## src/rtl/reg_write_arbiter.sv

```systemverilog
//------------------------------------------------------------------------------
// Module   : reg_write_arbiter
// Purpose  : Shares one external WIDTH-bit register (in/load/out) among
//            NUM_REQ write requesters. A round-robin arbiter picks a winner,
//            drives the register for one cycle, reads it back for
//            verification, then returns a one-cycle ack to the winner with a
//            readback-mismatch flag. Mismatches are counted in a saturating
//            counter.
// Revision : 1.0 - initial release
//------------------------------------------------------------------------------
// Ports
//   clk_i        in   1              clock, rising edge
//   reset_i      in   1              synchronous, active-high reset
//   req_i        in   NUM_REQ        level write requests, held until ack
//   wdata_i      in   NUM_REQ*WIDTH  write data, lane i = [i*WIDTH +: WIDTH]
//   gnt_o        out  NUM_REQ        one-hot grant (registered)
//   ack_o        out  NUM_REQ        one-hot, one-cycle completion pulse
//   err_o        out  1              readback mismatch, valid with ack_o
//   busy_o       out  1              transaction in progress
//   err_cnt_o    out  ERRW           saturating mismatch count
//   reg_in_o     out  WIDTH          to register data input
//   reg_load_o   out  1              to register load enable
//   reg_out_i    in   WIDTH          from register data output
//------------------------------------------------------------------------------
`default_nettype none

module reg_write_arbiter #(
  parameter int NUM_REQ = 4,
  parameter int WIDTH   = 16,
  parameter int ERRW    = 8
) (
  input  logic                     clk_i,
  input  logic                     reset_i,
  input  logic [NUM_REQ-1:0]       req_i,
  input  logic [NUM_REQ*WIDTH-1:0] wdata_i,
  output logic [NUM_REQ-1:0]       gnt_o,
  output logic [NUM_REQ-1:0]       ack_o,
  output logic                     err_o,
  output logic                     busy_o,
  output logic [ERRW-1:0]          err_cnt_o,
  output logic [WIDTH-1:0]         reg_in_o,
  output logic                     reg_load_o,
  input  logic [WIDTH-1:0]         reg_out_i
);

  localparam int IDXW = (NUM_REQ > 1) ? $clog2(NUM_REQ) : 1;

  typedef enum logic [1:0] {
    ST_IDLE   = 2'd0,
    ST_WRITE  = 2'd1,
    ST_VERIFY = 2'd2,
    ST_RESP   = 2'd3
  } state_t;

  state_t              state_q;
  logic [IDXW-1:0]     ptr_q;
  logic [IDXW-1:0]     idx_q;
  logic [NUM_REQ-1:0]  gnt_q;
  logic [NUM_REQ-1:0]  ack_q;
  logic                err_q;
  logic                busy_q;
  logic [ERRW-1:0]     err_cnt_q;
  logic [WIDTH-1:0]    reg_in_q;
  logic                reg_load_q;

  // Unpack the flat write-data bus into per-requester lanes.
  logic [WIDTH-1:0] lane_w [NUM_REQ];

  for (genvar g = 0; g < NUM_REQ; g++) begin : g_lane
    assign lane_w[g] = wdata_i[g*WIDTH +: WIDTH];
  end

  // Round-robin search: first set request starting at ptr_q, wrapping.
  logic [IDXW-1:0]    win_idx_d;
  logic               win_vld_d;
  logic [IDXW-1:0]    probe_d;
  logic [NUM_REQ-1:0] win_oh_d;
  logic [WIDTH-1:0]   win_data_d;

  always_comb begin
    win_idx_d = ptr_q;
    win_vld_d = 1'b0;
    probe_d   = '0;
    for (int k = 0; k < NUM_REQ; k++) begin
      probe_d = IDXW'((int'(ptr_q) + k) % NUM_REQ);
      if (!win_vld_d && req_i[probe_d]) begin
        win_vld_d = 1'b1;
        win_idx_d = probe_d;
      end
    end
  end

  assign win_oh_d   = NUM_REQ'(1) << win_idx_d;
  assign win_data_d = lane_w[win_idx_d];

  // reg_in_q doubles as the latched write data: it holds through VERIFY.
  logic            mismatch_d;
  logic            cnt_sat_d;
  logic [IDXW-1:0] next_ptr_d;

  assign mismatch_d = (reg_out_i != reg_in_q);
  assign cnt_sat_d  = &err_cnt_q;
  assign next_ptr_d = (idx_q == IDXW'(NUM_REQ - 1)) ? '0 : idx_q + IDXW'(1);

  always_ff @(posedge clk_i) begin
    if (reset_i) begin
      state_q    <= ST_IDLE;
      ptr_q      <= '0;
      idx_q      <= '0;
      gnt_q      <= '0;
      ack_q      <= '0;
      err_q      <= 1'b0;
      busy_q     <= 1'b0;
      err_cnt_q  <= '0;
      reg_in_q   <= '0;
      reg_load_q <= 1'b0;
    end else begin
      case (state_q)
        ST_IDLE: begin
          if (win_vld_d) begin
            idx_q      <= win_idx_d;
            gnt_q      <= win_oh_d;
            reg_in_q   <= win_data_d;
            reg_load_q <= 1'b1;
            busy_q     <= 1'b1;
            state_q    <= ST_WRITE;
          end
        end
        ST_WRITE: begin
          // The register captures reg_in_q on this edge.
          reg_load_q <= 1'b0;
          state_q    <= ST_VERIFY;
        end
        ST_VERIFY: begin
          err_q <= mismatch_d;
          if (mismatch_d && !cnt_sat_d) begin
            err_cnt_q <= err_cnt_q + ERRW'(1);
          end
          // The grant vector is already onehot(idx), so it is the ack pattern.
          ack_q   <= gnt_q;
          state_q <= ST_RESP;
        end
        ST_RESP: begin
          gnt_q   <= '0;
          ack_q   <= '0;
          err_q   <= 1'b0;
          busy_q  <= 1'b0;
          ptr_q   <= next_ptr_d;
          state_q <= ST_IDLE;
        end
        default: begin
          state_q <= ST_IDLE;
        end
      endcase
    end
  end

  assign gnt_o      = gnt_q;
  assign ack_o      = ack_q;
  assign err_o      = err_q;
  assign busy_o     = busy_q;
  assign err_cnt_o  = err_cnt_q;
  assign reg_in_o   = reg_in_q;
  assign reg_load_o = reg_load_q;

endmodule

`default_nettype wire

```

## config.mk

```make
export PLATFORM = sky130hd
export DESIGN_NAME = reg_write_arbiter
export DESIGN_NICKNAME = d
export VERILOG_FILES = /design/src/rtl/reg_write_arbiter.sv
export SDC_FILE = /design/constraint.sdc
export NUM_CORES = 1
export LEC_CHECK = 0
export BUFFER_PORTS_ARGS = -buffer_cell sky130_fd_sc_hd__buf_2
export CAP_MARGIN = 0
export CORE_AREA = 2 2 82 84
export DETAILED_ROUTE_END_ITERATION = 10
export DIE_AREA = 0 0 84 86
export GPL_ROUTABILITY_DRIVEN = 0
export HOLD_SLACK_MARGIN = 0.06
export PLACE_DENSITY = 0.75
export SLEW_MARGIN = 20
export SYNTH_ARGS = -nofsm -noshare
export SYNTH_HDL_FRONTEND = slang
export SYNTH_SLANG_ARGS = --single-unit
```

## constraint.sdc

```tcl
create_clock -name clk_i -period 1.94 [get_ports clk_i]
set_clock_uncertainty 0.1 [all_clocks]
set_input_delay 0.388 -clock clk_i [delete_from_list [all_inputs] [get_ports clk_i]]
set_output_delay 0.388 -clock clk_i [all_outputs]
set_load 0.03 [all_outputs]
```

Word-level counts from Yosys, hierarchy flattened
Index checks and enable logic that the tools add are counted.

cells by class
  reduce and logical (&&, ||, !) cells = 17
  shifts and indexed selects = 1
  bitwise operators = 1
  equal/unequal tests = 6
  $add $sub $neg = 5
  order comparisons = 5
  muxes and demuxes = 28

operator list
  kind                 count
  $bmux 16 s2          1
  $mux 16              2
  $ne 16x16->1         1
  $pmux 4 s2           2
  $lt 2x3->1 const B   4
  $mux 2               5
  $mux 1               9
  $add 8x1->8 const B  1
  $bmux 1 s2           4
  $pmux 2 s4           1
  $reduce_and 2->1     4
  $reduce_and 8->1     1
  $eq 2x2->1 const B   3
  $pmux 1 s2           3
  $reduce_bool 2->1    3
  $add 2x1->2 const B  2
  $add 2x2->2 const B  2
  $logic_and 1x1->1    4
  $logic_not 1->1      4
  $mux 4               1
  $shl 1x2->4 const A  1
  $ge 3x3->1 const B   1
  $not 2->3            1
  $eq 2x1->1 const B   1
  other kinds (2)      2

storage, ports and cells
  register bits = 41
  bits of input ports = 86

Longest topological paths before layout
Gate-level depths: netlist (run 1).

  depth after elaboration = 16
  gate-level depth with buffers = 8

Least setup slack after synthesis (run 1)
Ideal clock, no wire load.

  path type = input to register
  from = input port req_i[3]
  to = register reg_in_q[10] (netlist: reg_in_o[10])
  setup slack = -0.184 ns
  stages on the path = 7
  arrival = 1.902 ns
  path buffers = 2
  required time = 1.718 ns
  cell sequence = buf_4 -> nor3b_1 -> a31oi_4 -> nand3_4 -> buf_6 -> mux2_4 -> a221o_1

between the ends
  word-level cells in the longest chain between the ends = 16
  elaborated cells on any way between the ends = 26
  those cells by class = mux (18); bitwise (1); reduce/logical (7)

ends and longest elaborated chain
  item                                        RTL line  text
  start: declaration                          34        input logic [NUM_REQ-1:0] req_i,
  $bmux 1 s2                                  86        if (!win_vld_d && req_i[probe_d]) begin
  $mux 1 (implied by the code)                86
  $mux 1                                      86
  $logic_not 1->1                             86
  $logic_and 1x1->1                           86
  $mux 1                                      86
  $logic_not 1->1                             86
  $logic_and 1x1->1                           86
  $mux 1                                      86
  $logic_not 1->1                             86
  $logic_and 1x1->1                           86
  $mux 2                                      86
  $not 2->3 (implied by the code)             94        assign win_data_d = lane_w[win_idx_d];
  $bmux 16 s2                                 94
  $mux 16 (implied by the code) (2 in a row)  94
  end signal: assignment                      123       reg_in_q <= win_data_d;
  end: declaration                            63        logic [WIDTH-1:0] reg_in_q;

Parallel ways exist; a longest one is shown, timed or not. The select of a mux whose other input is x is not followed.
A chain may end at the register's enable or synchronous reset.

Worst setup path after layout (run 1)
  from = register ptr_q[1]
  to = register reg_in_q[0] (netlist: reg_in_o[0])

between the ends
  word-level cells in the longest chain between the ends = 16
  elaborated cells on any way between the ends = 29
  those cells by class = add/sub (3); mux (18); bitwise (1); reduce/logical (7)

ends and longest elaborated chain
  item                                                                  RTL line  text
  start: declaration                                                    56        logic [IDXW-1:0] ptr_q;
  start signal: assignment                                              148       ptr_q <= next_ptr_d;
  parallel branches: the longest is 16 deep, another holds $add 2x1->2  -

Parallel ways; which one is timed is not known. The select of a mux whose other input is x is not followed.

==> metrics.md, run 1 <==
| Metric | Value |
|---|---|
| Hold buffers post-CTS | `0` |
| HPWL after DPL | `6.13 mm` |
| Synth top area cells | `dfxtp_1 (32%), a221o_1 (6.2%), xnor2_1 (5.4%)` |
| Synth warn | `0` |
| Element type at the critical path start | `flop` |
| Pwr/cell area | `904 nW/µm²` |
| Crit path required time | `2010 ps` |
| Die Y | `86 µm` |
| Total CTS buffers | `5` |
| Core footprint | `6280 µm²` |
| # IOs | `121` |
| First-pass GRT wire length | `12.3 mm` |
| Max_cap viols | `0` |
| Cell area after synthesis | `2590 µm²` |
| Clock Tree Buf Depth | `2` |
| Synth async-reset ratio | `0%` |
| Commonest non-fill, non-tap cells in the layout | `buf_2 (120), dfxtp_1 (31), buf_4 (28)` |
| Post-synthesis register bit count | `41` |
| Hold depth | `2` |
| I/O Buffers | `120` |
| Post-synth cell types | `46` |
| WP data arrival | `1920 ps` |
| Vias in the first global route | `2595` |
| HP Start | `reset_i` |
| Hold Fails Final Rpt | `0` |
| Post-DRT Antenna Nets | `0` |
| Post-synthesis sequential area ratio | `31.6%` |
| Layout area overhead | `39.2%` |
| Min Tclk post-route | `1860 ps` |
| GRT overflow | `0` |
| Wire length per cell | `around 16 µm` |
| Clock transition at the registers of the reported paths | `80 ps` |
| Worst vdd rail ir drop | `between 0.6 and 0.7 mV` |
| Storage cell area | `833 µm²` |
| CTS tree | `done` |
| Worst-margin pin slew | `618 ps` |
| # fillers | `591` |
| Max Clock Freq | `539 MHz` |
| Starting Density | `41.3%` |
| Total Power | `3.26 mW` |
| CP Class | `reg2reg` |
| H-Tree Depth | `2` |
| Hold/Removal Path Class | `in2reg` |
| Crit path max-delay cell type | `dfxtp_2` |
| Die area | `between 7000 and 8000 µm²` |
| Synth area leader | `dfxtp_1` |
| Final WL | `7.98 mm` |
| Slew margin rel. | `58.8%` |
| Leak pwr | `approximately 1.6 nW` |
| Post-Layout Cell Count | `500` |
| Mean Syn Cell Area | `about 9.1 µm²` |
| Residual DRC | `0` |
| Worst hold endpoint | `ptr_q[0]` |
| Yosys top cell area share | `31.6%` |
| TritonRoute pass-1 iters | `4` |
| Worst path top cell family by delay | `compound AO/OA/AOI/OAI gates` |
| Commonest non-fill, non-tap cell in the layout | `buf_2` |
| Cell Chain, Critical Path | `nand2_4 > a31o_2 > o31ai_1 > a21oi_1 > a221o_1` |
| Syn_nets | `377` |
| CP Buf/Inv Count | `0` |
| Fin nets | `514` |
| RR Endpoint | `reg_in_o[0]` |
| Die width | `84 µm` |
| Clk sinks | `41` |
| Critical path depth in cells | `5` |
| Worst R2R Path Depth | `5` |
| Final setup vio count | `0` |
| Status | `finished, final reports clean` |
| Final period utilization | `~96%` |
| Post-Synthesis Cells | `284` |
| Placed Cells | `490` |
| Site Rows | `29` |
| Pins Over Slew Limit | `0` |
| Reg2reg start | `ptr_q[1]` |
| Most used flip-flop cell after synthesis | `dfxtp_1` |
| Post-synth EDFFs | `0` |
| Area occupied by multi-input gates | `between 1500 and 2000 µm²` |
| R2r setup slk | `80 ps` |
| Maximum fanout along the worst path | `17` |
| Largest net degree at the start of global routing | `30` |
| Initial antenna violation count | `1` |
| Setup TNS | `0 ps` |
| Vias per cell | `about 5.5` |
| DR vias | `2754` |
| Max stage delay on crit path | `420 ps` |
| Gr usage total | `20.8%` |
| Root Buffer | `clkbuf_8` |
| Setup crit end kind | `flop` |
| Worst skew pair latency | `around 290 ps` |
| Iteration-0 DRC count of the detailed router | `135` |
| Share of layout cells above drive strength 1 | `47.6%` |
[worst reg2reg max path, cell delays in order, from the launching register on]
cell and delay, ps:
dfxtp_2 420, nand2_4 70, a31o_2 360, o31ai_1 360, a21oi_1 160, a221o_1 270
[where the power goes]
part / switching [mW] / total [mW] / internal (mW)
combinational: 0.899 / 1.57 / 0.673
sequential: 0.139 / 1.15 / 1.01
clock: 0.290 / 0.539 / 0.250
[layout make-up]
type | instances | area share (%)
multi-input combinational | 217 | 47.2
tap | 77 | 2.67
clock inverter | 2 | 0.277
sequential | 41 | 23.1
antenna | 1 | 0.0693
inverter | 5 | 0.520
clock buffer | 6 | 2.01
timing repair buffer | 151 | 24.1
[stage by stage]
stage,utilization (%),hold slack (ps),area [µm²],worst slack (ps)
global placement,55.5,348,3480,-236
floorplan,-,340,2640,-15.3
finish,57.5,276,3610,84.1
detailed placement,55.5,355,3480,-280
CTS,56.9,270,3570,65.0
global route,57.5,265,3610,-4.49
[synth_stat cells, types with 2 or more instances]
| master | count |
|---|---|
| dfxtp_1 | 41 |
| a21oi_1 | 26 |
| nand4_1 | 21 |
| nor2_1 | 18 |
| o31ai_1 | 18 |
| a221o_1 | 16 |
| xnor2_1 | 16 |
| clkbuf_1 | 12 |
| nand2_1 | 12 |
| mux2_4 | 8 |
| nor2b_1 | 8 |
| ha_1 | 7 |
| mux2_2 | 7 |
| mux2i_1 | 7 |
| nand3_1 | 7 |
| nor3_1 | 7 |
| inv_1 | 5 |
| mux2_1 | 5 |
| buf_2 | 4 |
| a32oi_1 | 3 |
| o21ai_0 | 3 |
| buf_1 | 2 |
| buf_4 | 2 |
| nand2b_1 | 2 |
| nor4_1 | 2 |
| o21a_1 | 2 |
| o21ai_1 | 2 |
| o21ai_4 | 2 |
| or4_1 | 2 |
[per-layer routing]
metal | track usage [%] | wire length [µm] | share of wire, %
met1 | 26.7 | 3450 | 43
met2 | 37.2 | 4200 | 53
met3 | 2.89 | 288 | 3.6
met4 | 4.99 | 44 | 0.55
met5 | 0 | 0 | 0
[how the worst max path moves through the flow]
stage | startpoint | end | slack [ps]
2_1_floorplan | req_i[3] | reg_in_o[10] | -20
3_3_place_gp | req_i[1] | reg_in_o[9] | -240
3_5_place_dp | req_i[0] | reg_in_o[11] | -280
4_1_cts | state_q[0] | err_cnt_o[4] | 60
5_1_grt | state_q[0] | reg_in_o[15] | -4
6_report | ptr_q[1] | reg_in_o[0] | 80
[cells by family (layout without fill, tap and decap cells)]
logic type	Yosys count	after routing	synth area share, %
other	0	1	0
adders and majority gates	7	7	3.38
buffers and inverters	26	164	4.53
DFF	41	41	31.6
xor gates and xnor gates	16	16	5.40
AOI/OAI and AO/OA	78	78	23.1
muxes	27	27	12.5
and+or+nand+nor	89	89	19.4
[sequential cells by signal (all words and copies together) (netlist names)]
| name | cells |
|---|---|
| reg_in_o | 16 |
| err_cnt_o | 8 |
| ack_o | 4 |
| gnt_o | 4 |
| idx_q | 2 |
| ptr_q | 2 |
| state_q | 2 |
| busy_o | 1 |
| err_o | 1 |
| reg_load_o | 1 |
[timing repair]
action                                  in CTS  in global routing
pin swaps                                    0                  1
cloned                                       0                  0
gates resized for setup                      4                  7
endpoints found under the setup margin      16                 12
buffers inserted                             0                  1
No activity file was read; power rests on OpenSTA's default activity.
==> run 2: changes to the inputs <==
- SETUP_SLACK_MARGIN: not set -> 0.4
==> run 2 against run 1 <==
Against the previous run:
- maximum frequency is 1.2% lower
- non-clock buffer count increased by 22
- largest cell class unchanged
- flip-flop and latch count unchanged
- cell count increased by 4.2%
==> metrics.md, run 2 (synthesis gave the netlist of run 1 again) <==
| Metric | Value |
|---|---|
| Worst R2R Path Depth | `6 (+1)` |
| Starting Density | `41.3% (unchanged)` |
| H-Tree Depth | `2 (unchanged)` |
| Die area | `7220 µm² (unchanged)` |
| Wire length per cell | `17.4 µm (+9.0%)` |
| DR vias | `2921 (+6.1%)` |
| Total CTS buffers | `5 (unchanged)` |
| Setup crit end kind | `flop` |
| Worst Setup SP | `ptr_q[1]` |
| Worst vdd rail ir drop | `0.593 mV (-1.4%)` |
| Post-DRT Antenna Nets | `0 (unchanged)` |
| Placed Cells | `489 (-0.20%)` |
| GRT overflow | `0 (unchanged)` |
| Hold_ws | `270 ps (-5.86 ps)` |
| Pwr/cell area | `897 nW/µm² (-0.75%)` |
| RSZ-0062 raised after global routing | `yes` |
| Vias per cell | `5.61 (+1.8%)` |
| Fin nets | `536 (+4.3%)` |
| Pins Over Slew Limit | `0 (unchanged)` |
| Post-place setup slack | `-291 ps (-11.0 ps)` |
| Post-Layout Cell Count | `521 (+4.2%)` |
| Commonest non-fill, non-tap cells in the layout | `buf_2 (118), buf_4 (36), nand4_1 (21)` |
| Clock Tree Buf Depth | `2 (unchanged)` |
| Worst-margin pin slew | `645 ps (+27.2 ps)` |
| Hold buffers post-CTS | `0 (unchanged)` |
| Initial antenna violation count | `0 (-1)` |
| Residual DRC | `0 (unchanged)` |
| Share of layout cells above drive strength 1 | `66.0% (+18 points)` |
| Vias in the first global route | `2714 (+4.6%)` |
| Min Tclk post-route | `1880 ps (+21.8 ps)` |
| Iteration-0 DRC count of the detailed router | `122 (-9.6%)` |
| Final setup vio count | `0 (unchanged)` |
| Maximum fanout along the worst path | `7 (-10)` |
| TritonRoute pass-1 iters | `5 (+1)` |
| RR Endpoint | `reg_in_o[12]` |
| Final WL | `9.07 mm (+14%)` |
| Hold Fails Final Rpt | `0 (unchanged)` |
| Die Y | `86 µm (unchanged)` |
| Element type at the critical path start | `flop` |
| First-pass GRT wire length | `13.3 mm (+8.2%)` |
| Reg2reg start | `ptr_q[1]` |
| WP data arrival | `1960 ps (+40 ps)` |
| CP Class | `reg2reg` |
| Fin area | `4310 µm² (+20%)` |
| Core footprint | `6280 µm² (unchanged)` |
| Max_cap viols | `0 (unchanged)` |
| Clk sinks | `41 (unchanged)` |
| Placed cell area | `3630 µm² (+4.2%)` |
| I/O Buffers | `120 (unchanged)` |
| ANT cells | `0 (-1)` |
| Status | `finished, final reports clean` |
| HP Start | `reset_i` |
| Final period utilization | `96.8% (+1.1 points)` |
| R2r setup slk | `60 ps (-20 ps)` |
| Commonest non-fill, non-tap cell in the layout | `buf_2` |
| Final worst slack | `62.3 ps (-21.8 ps)` |
| Max FFs per register | `16 (unchanged)` |
| Clock transition at the registers of the reported paths | `80 ps (about the same)` |
| HPWL after DPL | `6.24 mm (+1.8%)` |
| Crit path required time | `2020 ps (about the same)` |
| Hold/Removal Path Class | `in2reg` |
| # IOs | `121 (unchanged)` |
| Largest net degree at the start of global routing | `30 (unchanged)` |
| Root Buffer | `clkbuf_8` |
| CTS tree | `done` |
| Site Rows | `29 (unchanged)` |
| Layout area overhead | `66.3%` |
| Die width | `84 µm (unchanged)` |
| Setup TNS | `0 ps (unchanged)` |
| Worst skew pair latency | `290 ps (about the same)` |
| Slew margin rel. | `56.9% (-1.8 points)` |
| Max Clock Freq | `533 MHz (-1.2%)` |
| Gr usage total | `23.0% (+2.2 points)` |
| Setup crit end | `reg_in_o[12]` |
| Leak pwr | `1.90 nW (+17%)` |
run 2: changes by cell type in the layout (fill, tap and decap cells not counted), sizes merged:
| cell | delta |
|---|---|
| buf | +21 |
| clkinv | -2 |
| inv | +2 |
| clkbuf | +1 |
| diode | -1 |
run 2: final cells by class:
class | count | area, µm²
Multi-Input combinational cell | 217 | 2090
Fill cell | 480 | 1960
Timing Repair Buffer | 173 | 1130
Sequential cell | 41 | 896
Tap cell | 77 | 96.3
Clock buffer | 6 | 72.6
Inverter | 5 | 18.8
Clock inverter | 2 | 12.5
run 2: how the worst min path moves through the flow:
| stage | to | slack (ps) | cells after the start |
|---|---|---|---|
| 2_1_floorplan | idx_q[1] | 340 | 2 |
| 3_3_place_gp | idx_q[1] | 350 | 2 |
| 3_5_place_dp | idx_q[1] | 370 | 2 |
| 4_1_cts | ptr_q[0] | 240 | 2 |
| 5_1_grt | ptr_q[0] | 260 | 2 |
| 6_report | ptr_q[0] | 270 | 2 |
run 2: metrics by stage:
step / utilization (%) / power, mW
2_1_floorplan: - / 2.27
3_3_place_gp: 57.8 / 2.77
3_5_place_dp: 57.8 / 2.82
4_1_cts: 66.3 / 3.74
5_1_grt: 68.7 / 4.09
6_report: 68.7 / 3.87
run 2: power breakdown:
group	switching [mW]	internal [mW]	total, mW
registers	0.161	1.05	1.21
clock network	0.300	0.256	0.556
logic	1.10	1.01	2.10
total	1.56	2.31	3.87
run 2: critical path, stage by stage, from the launching register on:
cell and delay [ps]:
dfxtp_4 420, nand2_4 70, a31oi_4 210, nand3_4 150, clkbuf_16 200, mux2_4 300, a221o_1 310
run 2: what timing repair did:
action,CTS,global route
cloned,1,1
endpoints found under the setup margin,30,32
pin swaps,29,17
gates resized for setup,61,27
buffers inserted,21,1
run 2: per-layer routing:
metal / routed length, µm / up-vias / GRT usage, %
li1: - / 1411 / -
met1: 3690 / 1394 / 30.5
met2: 4770 / 105 / 38.9
met3: 467 / 11 / 3.46
met4: 138 / 0 / 6.89
met5: 0 / - / 0
